<file path="config.mk">
export PLATFORM = sky130hd
export DESIGN_NAME = hilo_div_ctrl
export DESIGN_NICKNAME = d
export VERILOG_FILES = /design/src/rtl/hilo_div_ctrl.sv
export SDC_FILE = /design/constraint.sdc
export NUM_CORES = 1
export LEC_CHECK = 0
export ABC_AREA = 1
export CAP_MARGIN = 15
export CELL_PAD_IN_SITES_DETAIL_PLACEMENT = 1
export CELL_PAD_IN_SITES_GLOBAL_PLACEMENT = 1
export CORE_UTILIZATION = 40
export CTS_BUF_LIST = sky130_fd_sc_hd__clkbuf_8
export DETAILED_ROUTE_END_ITERATION = 8
export DONT_BUFFER_PORTS = 1
export GPL_ROUTABILITY_DRIVEN = 1
export MAX_ROUTING_LAYER = met4
export PLACE_DENSITY_LB_ADDON = 0.05
export REMOVE_ABC_BUFFERS = 1
export SLEW_MARGIN = 20
export SYNTH_ARGS = -nofsm -noshare
export SYNTH_HDL_FRONTEND = slang
export SYNTH_SLANG_ARGS = --single-unit
</file>
<file path="constraint.sdc">
create_clock -name clk -period 1.6 [get_ports clk]
set_clock_uncertainty 0.05 [all_clocks]
set_input_delay 0.4 -clock clk [delete_from_list [all_inputs] [get_ports clk]]
set_output_delay 0.4 -clock clk [all_outputs]
set_load 0.02 [all_outputs]
</file>
<file path="src/rtl/hilo_div_ctrl.sv">
// HI/LO register owner and initiator side of the sequential divider handshake.
// Decodes DIVU/MTHI/MTLO/MFHI/MFLO in EX and stalls HI/LO accesses while a divide is in flight.
module hilo_div_ctrl #(
  parameter int TIMEOUT  = 40,
  parameter int MIN_WAIT = 2
) (
  input  logic        clk,
  input  logic        reset,
  input  logic [2:0]  op,
  input  logic [31:0] rs_data,
  input  logic [31:0] rt_data,
  output logic [31:0] rd_data,
  output logic        stall,
  output logic        busy,
  output logic        dz,
  output logic        timeout_err,
  output logic        div_reset,
  output logic        div_signal,
  output logic [31:0] div_dataA,
  output logic [31:0] div_dataB,
  input  logic        div_stop,
  input  logic [63:0] div_dataOut
);

  localparam int CW = $clog2(TIMEOUT) + 1;

  localparam logic [2:0] OP_DIVU = 3'b001;
  localparam logic [2:0] OP_MTHI = 3'b010;
  localparam logic [2:0] OP_MTLO = 3'b011;
  localparam logic [2:0] OP_MFHI = 3'b100;
  localparam logic [2:0] OP_MFLO = 3'b101;

  typedef enum logic [1:0] {
    S_IDLE  = 2'd0,
    S_BUSY  = 2'd1,
    S_ABORT = 2'd2
  } state_t;

  state_t        state_q, state_d;
  logic [31:0]   hi_q, hi_d;
  logic [31:0]   lo_q, lo_d;
  logic [31:0]   div_data_a_q, div_data_a_d;
  logic [31:0]   div_data_b_q, div_data_b_d;
  logic          div_signal_q, div_signal_d;
  logic          dz_q, dz_d;
  logic          timeout_err_q, timeout_err_d;
  logic [CW-1:0] cnt_q, cnt_d;

  logic op_active;

  assign op_active = (op == OP_DIVU) || (op == OP_MTHI) || (op == OP_MTLO) ||
                     (op == OP_MFHI) || (op == OP_MFLO);

  always_comb begin
    state_d       = state_q;
    hi_d          = hi_q;
    lo_d          = lo_q;
    div_data_a_d  = div_data_a_q;
    div_data_b_d  = div_data_b_q;
    div_signal_d  = div_signal_q;
    dz_d          = dz_q;
    timeout_err_d = timeout_err_q;
    cnt_d         = cnt_q;
    case (state_q)
      S_IDLE: begin
        case (op)
          OP_DIVU: begin
            dz_d          = 1'b0;
            timeout_err_d = 1'b0;
            if (rt_data == 32'd0) begin
              // Divide by zero never reaches the divider; result is fixed.
              hi_d = rs_data;
              lo_d = 32'hFFFF_FFFF;
              dz_d = 1'b1;
            end else begin
              div_data_a_d = rs_data;
              div_data_b_d = rt_data;
              div_signal_d = 1'b1;
              cnt_d        = '0;
              state_d      = S_BUSY;
            end
          end
          OP_MTHI: hi_d = rs_data;
          OP_MTLO: lo_d = rs_data;
          default: ;
        endcase
      end
      S_BUSY: begin
        // Early stop is stale from the previous divide and must be ignored.
        if ((cnt_q >= CW'(MIN_WAIT)) && div_stop) begin
          hi_d         = div_dataOut[63:32];
          lo_d         = div_dataOut[31:0];
          div_signal_d = 1'b0;
          state_d      = S_IDLE;
        end else if (cnt_q == CW'(TIMEOUT - 1)) begin
          div_signal_d  = 1'b0;
          timeout_err_d = 1'b1;
          state_d       = S_ABORT;
        end else begin
          cnt_d = cnt_q + CW'(1);
        end
      end
      S_ABORT: state_d = S_IDLE;
      default: state_d = S_IDLE;
    endcase
  end

  always_ff @(posedge clk) begin
    if (reset) begin
      state_q       <= S_IDLE;
      hi_q          <= '0;
      lo_q          <= '0;
      div_data_a_q  <= '0;
      div_data_b_q  <= '0;
      div_signal_q  <= 1'b0;
      dz_q          <= 1'b0;
      timeout_err_q <= 1'b0;
      cnt_q         <= '0;
    end else begin
      state_q       <= state_d;
      hi_q          <= hi_d;
      lo_q          <= lo_d;
      div_data_a_q  <= div_data_a_d;
      div_data_b_q  <= div_data_b_d;
      div_signal_q  <= div_signal_d;
      dz_q          <= dz_d;
      timeout_err_q <= timeout_err_d;
      cnt_q         <= cnt_d;
    end
  end

  always_comb begin
    rd_data = '0;
    if (op == OP_MFHI) rd_data = hi_q;
    else if (op == OP_MFLO) rd_data = lo_q;
  end

  assign busy        = (state_q != S_IDLE);
  assign stall       = busy && op_active;
  assign div_reset   = reset || (state_q == S_ABORT);
  assign div_signal  = div_signal_q;
  assign div_dataA   = div_data_a_q;
  assign div_dataB   = div_data_b_q;
  assign dz          = dz_q;
  assign timeout_err = timeout_err_q;

endmodule

</file>
==> flow_metrics.env, run 1 <==
export IMPL_hold_viol_final=18
export IMPL_ys_flop_type="dfxtp_1"
export IMPL_slew_headroom_pct=66.50
export IMPL_synth_area_um2=6750
export IMPL_hold_path_class="in -> reg"
export IMPL_clkTransAtPathRegs_ps=100
export IMPL_drc=0
export IMPL_clk_latency_ps=500
export IMPL_setup_slack_ps=-374.3
export IMPL_antennaDiodeCount=0
export IMPL_synth_area_leader_cell="dfxtp_1"
export IMPL_synth_cells=1066
export IMPL_die_h_um=131.9
export IMPL_status="complete, but fails checks"
export IMPL_fin_crit_ps=1974
export IMPL_cp_cell_sequence="inv_1 > nand2_1 > nor2_1 > nand2_2 > nand3_4 > nand2_1 > nand3_4 > buf_6 > buf_6 > buf_12 > nand2_2 > nand2_1 > nor2_1"
export IMPL_fin_nets=1320
export IMPL_worst_slew_pin_slew_ps=502.5
export IMPL_p_total_mw=10.41
export IMPL_worstHoldStart="rt_data[18]"
export IMPL_grt_use_met1_pct=38.73
export IMPL_whs_path_depth=2
export IMPL_synth_top_area_share_pct=41.52
export IMPL_vdd_ir_drop_max_uv=670.5
export IMPL_grt_total_usage_pct=33.98
export IMPL_drt_wl_total_um=38980
export IMPL_grt_pass1_vias=8011
export IMPL_ys_warn_count=0
export IMPL_stdcell_count=1417
export IMPL_top_usage_layer="met2"
export IMPL_die_x_um=131.9
export IMPL_synth_seq_cells=140
export IMPL_grt_util_met3_pct=8.074
export IMPL_design_core_area_um2=16520
export IMPL_drt_first_iter_violations=654
export IMPL_fin_util_pct=66.56
export IMPL_powerDensity_nw_per_um2=946.7
export IMPL_min_to="div_dataB[18]"
export IMPL_synth_distinct_cells=26
export IMPL_whs_ps=-27.24
export IMPL_synth_area_leaders="dfxtp_1 (42%), nor2_1 (16%), nand2_1 (11%), o21ai_0 (7.7%), inv_1 (7.3%)"
export IMPL_worstRegToRegCells=13
export IMPL_end_kind="flop"
export IMPL_timing_rr_end="hi_q[11]"
export IMPL_clock_root_buffer="clkbuf_8"
export IMPL_routed_via_density=6.049
export IMPL_worstPathRequired_ps=1980
export IMPL_rr_startpoint="cnt_q[6]"
export IMPL_violations="negative hold slack, negative setup slack"
export IMPL_grt_pass1_wl_um=43780
export IMPL_portBuffers=0
export IMPL_p_leak_nw=4.701
export IMPL_finalSetupViolations=171
export IMPL_antenna_found_initial=0
export IMPL_grt_max_degree=68
export IMPL_grt_setup_unrepaired="yes"
export IMPL_ys_seq_area_share_pct=41.52
export IMPL_num_rows=47
export IMPL_period_share_pct=123.4
export IMPL_h_tree_depth=4
export IMPL_cts_num_sinks=140
export IMPL_start_util_pct=40.85
export IMPL_num_vias=8572
export IMPL_path_class="reg -> reg"
export IMPL_wl_per_cell_um=27.51
export IMPL_io_pins=236
export IMPL_drive_gt1_share_pct=36.93
export IMPL_area_growth_pct=62.93
export IMPL_cp_common_cell="nand2_1"
export IMPL_startpoint_type="flop"
export IMPL_grt_overflow=0
export IMPL_clock_path_buffers=2
export IMPL_slowest_stage="dfxtp_1"
export IMPL_antenna_left=0
export IMPL_post_synth_top_count_cell="nor2_1"
export IMPL_clock_fmax_mhz=506.5
export IMPL_gp_congestion=0.7896
export IMPL_slowest_delay_ps=380
export IMPL_fill_cells=1935
export IMPL_cts_tree="done"
export IMPL_cap_violations=0
export IMPL_crit_fanout=5
export IMPL_dp_cells=1307
export IMPL_dp_hpwl_um=14690
export IMPL_ys_top_cells_by_count="nor2_1 (283), nand2_1 (200), dfxtp_1 (140)"
export IMPL_drv_slew=0
export IMPL_worstPathArrival_ps=2360
export IMPL_use_met2_pct=56.70
export IMPL_postSynth_asyncResetShare_pct=0
export IMPL_r2r_slack_ps=-370
export IMPL_fp_dieArea_um2=17400
export IMPL_cts_buffers=17
export IMPL_avgSynthCellArea_um2=6.332
export IMPL_first_pass_iters=5
export IMPL_synth_edff_count=0
layer usage:
metal  vias to the layer above  part of all wire, %  wire length [um]
li1                       3584                    -                 -
met1                      4122                   36             14070
met2                       609                   48             18630
met3                       257                  8.7              3385
met4                         0                  7.4              2899
met5                         -                    0                 0
flip-flops by register name, indices dropped and copies added (netlist names):
register and cells:
hi_q 32, cnt_q 7, state_q 2, dz 1, timeout_err 1, div_signal 1, div_dataA 32, div_dataB 32
lo_q 32
critical path, delay by kind of cell (launching register included):
family	cells	cell delay, ps
and+or+nand+nor	9	940
buffers and inverters	4	520
DFF	1	380
cell families (layout without fill, tap and decap cells):
family | Yosys count | after routing | synth area share [%]
buffers and inverters | 197 | 327 | 11.92
AOI/OAI and AO/OA | 166 | 166 | 13.18
and+or+nand+nor | 561 | 562 | 33.01
adders and majority gates | 2 | 2 | 0.3707
DFF | 140 | 140 | 41.52
area by class of cell:
type	count	area (um2)	share of cell area (%)
sequential	140	2823	25.67
inverter	133	551.8	5.017
timing repair buffer	162	2409	21.90
clock buffer	17	234.0	2.127
tap	220	275.3	2.503
multi-input combinational	730	4474	40.68
clock inverter	15	231.5	2.105
placed cells by master, fill, tap and decap left out, types with 11 or more instances in the layout:
cell,Yosys,routed
o21ai_2,0,53
clkbuf_16,0,14
nand2_1,200,147
o21ai_1,0,12
nand3_1,33,16
nor2_1,283,274
clkbuf_8,0,17
buf_4,6,40
nand2_2,1,43
o22ai_4,0,32
nand3_2,0,13
buf_6,3,53
inv_2,1,15
dfxtp_1,140,128
inv_1,131,113
buf_12,0,27
o21ai_0,104,36
a21oi_1,28,11
nor3_2,0,21
buf_16,0,18
a21oi_2,0,15
worst max-delay path by stage:
stage | start | endpoint | slack, ps | cells after the start
3_3_place_gp | rt_data[27] | hi_q[31] | -270 | 11
4_1_cts | state_q[1] | stall | -270 | 6
2_1_floorplan | state_q[1] | lo_q[14] | -2280 | 8
5_1_grt | cnt_q[0] | hi_q[11] | -410 | 13
3_5_place_dp | rt_data[15] | hi_q[6] | -310 | 11
6_report | cnt_q[6] | hi_q[11] | -370 | 13
per-stage QoR:
stage	setup TNS, ps	setup slack [ps]	hold WS [ps]	area (um2)
final	-29490	-374.3	-27.24	11000
after global routing	-34780	-407.5	-28.29	11000
after CTS	-6677	-269.9	6.474	9625
after detailed placement	-30920	-305.6	393.9	7565
after global placement	-28680	-272.6	386.2	7565
after floorplan	-242020	-2278	376.9	6445
repair_timing:
item / CTS / global route
cloned: 19 / 15
hold endpoints to repair: 6 / 4
pin swaps: 30 / 51
setup endpoints to repair: 138 / 174
hold buffers: 1 / 4
resized for setup: 258 / 245
setup buffers: 27 / 16
power breakdown:
group / total (mW) / internal, mW / switching, mW
Clock: 3.59 / 1.88 / 1.71
Combinational: 2.82 / 1.14 / 1.68
Sequential: 4.01 / 3.75 / 0.257
Total: 10.4 / 6.77 / 3.64
Note: power is estimated with default switching activity, not from simulation.
==> inputs of run 2 (changes only) <==
--- a/config.mk
+++ b/config.mk
@@ -9,10 +9,9 @@
 export CAP_MARGIN = 15
 export CELL_PAD_IN_SITES_DETAIL_PLACEMENT = 1
 export CELL_PAD_IN_SITES_GLOBAL_PLACEMENT = 1
-export CORE_UTILIZATION = 40
+export CORE_UTILIZATION = 28
 export CTS_BUF_LIST = sky130_fd_sc_hd__clkbuf_8
 export DETAILED_ROUTE_END_ITERATION = 8
-export DONT_BUFFER_PORTS = 1
 export GPL_ROUTABILITY_DRIVEN = 1
 export MAX_ROUTING_LAYER = met4
 export PLACE_DENSITY_LB_ADDON = 0.05
==> flow_metrics.env, run 2 (synthesized netlist as in run 1, its figures left out) <==
export IMPL_status="complete, but fails checks"
export IMPL_violations="negative setup slack"
export IMPL_final_common_cell="nor2_1"
export IMPL_tns_ps=-13120
export IMPL_end_kind="output port"
export IMPL_cts_buffers=17
export IMPL_antennaDiodeCount=0
export IMPL_final_cell_mix="nor2_1 (196), nand2_1 (146), dfxtp_1 (133)"
export IMPL_drt_first_iter_violations=300
export IMPL_wl_per_cell_um=19.13
export IMPL_design_core_area_um2=23540
export IMPL_grt_pass1_vias=8537
export IMPL_worstPathArrival_ps=1350
export IMPL_final_design_area_no_fill_um2=13260
export IMPL_drt_wl_total_um=33380
export IMPL_die_h_um=157.3
export IMPL_finalSetupViolations=163
export IMPL_fin_util_pct=56.34
export IMPL_dp_hpwl_um=18160
export IMPL_gp_congestion=0.7757
export IMPL_hold_viol_final=0
export IMPL_die_x_um=157.3
export IMPL_clock_fmax_mhz=555.8
export IMPL_drv_slew=0
export IMPL_fin_nets=1550
export IMPL_grt_pass1_wl_um=48680
export IMPL_num_vias=8359
export IMPL_clock_root_buffer="clkbuf_8"
export IMPL_path_class="in -> out"
export IMPL_drc=0
export IMPL_clock_path_buffers=2
export IMPL_start_util_pct=28.67
export IMPL_area_growth_pct=96.50
export IMPL_setup_slack_ps=-199.3
export IMPL_startpoint_type="input pin"
export IMPL_clkTransAtPathRegs_ps=90
export IMPL_p_leak_nw=5.748
export IMPL_h_tree_depth=4
export IMPL_dp_cells=1634
export IMPL_routed_via_density=4.790
export IMPL_stdcell_count=1745
export IMPL_cts_num_sinks=140
export IMPL_placed_area_um2=10020
export IMPL_grt_overflow=0
export IMPL_grt_max_degree=97
export IMPL_io_pins=236
export IMPL_cts_tree="done"
export IMPL_holdBufCountCts=0
export IMPL_crit_fanout=5
export IMPL_vdd_ir_drop_max_uv=413.6
export IMPL_fill_cells=2821
export IMPL_antenna_left=0
export IMPL_clk_latency_ps=460
export IMPL_fp_dieArea_um2=24730
export IMPL_num_rows=56
export IMPL_grt_total_usage_pct=27.30
export IMPL_drive_gt1_share_pct=42.50
export IMPL_period_share_pct=112.5
export IMPL_cap_violations=0
export IMPL_powerDensity_nw_per_um2=790.6
export IMPL_first_pass_iters=4
export IMPL_antenna_found_initial=0
export IMPL_grt_setup_unrepaired="yes"
export IMPL_portBuffers=235
export IMPL_worstPathRequired_ps=1150
export IMPL_worst_slew_pin_slew_ps=547.9
export IMPL_slew_headroom_pct=63.47
export IMPL_fin_crit_ps=1799
export IMPL_hold_path_class="in -> reg"
==> run 2: routing by layer <==
metal	track usage (%)	vias up	routed length (um)
met5	-	-	0
met4	8.091	0	643
met3	5.231	45	1619
met2	46.86	206	16990
met1	32.20	4069	14130
li1	-	4039	-
==> run 2: final timing paths <==
kind                                     from            end  slack, ps  cells after the start
worst max-delay path                    op[0]    rd_data[16]       -200                      7
worst min-delay path              rt_data[15]  div_dataB[15]        140                      3
worst max register to register     state_q[1]        hi_q[3]       -150                     12
worst min register to register  div_dataA[30]  div_dataA[30]        420                      2
==> run 2: repair_timing <==
item	4_1_cts	5_1_grt
resized for setup	725	360
hold endpoints to repair	0	0
setup endpoints to repair	240	238
pin swaps	110	81
gates cloned	29	6
buffers inserted	40	19
==> run 2: final cells by class <==
| type | count | area [um2] | share of cell area (%) |
|---|---|---|---|
| inverters | 133 | 528.0 | 3.981 |
| flip-flops and latches | 140 | 2816 | 21.23 |
| clock buffers | 17 | 234.0 | 1.764 |
| clock inverters | 14 | 195.2 | 1.472 |
| repair buffers | 392 | 4344 | 32.75 |
| multi-input cells | 729 | 4717 | 35.56 |
| well taps | 319 | 399.1 | 3.009 |
| repair inverters | 1 | 30.03 | 0.2264 |
==> run 2: through the flow <==
step	total power, mW	setup WS [ps]	hold slack, ps
5_1_grt	10.93	-232.6	128.8
4_1_cts	10.18	-202.0	113.7
2_1_floorplan	4.910	-2278	376.9
6_report	10.49	-199.3	136.8
3_5_place_dp	6.079	-1020	394.1
3_3_place_gp	6.046	-999.6	392.8
==> run 2: critical path, stage by stage <==
cell and delay, ps:
buf_8 100, nor2_4 160, nand2_8 100, buf_12 160, buf_16 150, o22ai_4 110
buf_6 140
==> run 2: power breakdown <==
group	switching (mW)	internal, mW	total (mW)	leakage (nW)
clock network	1.59	1.70	3.30	0.216
logic	1.78	1.54	3.32	4.38
registers	0.119	3.75	3.87	1.15
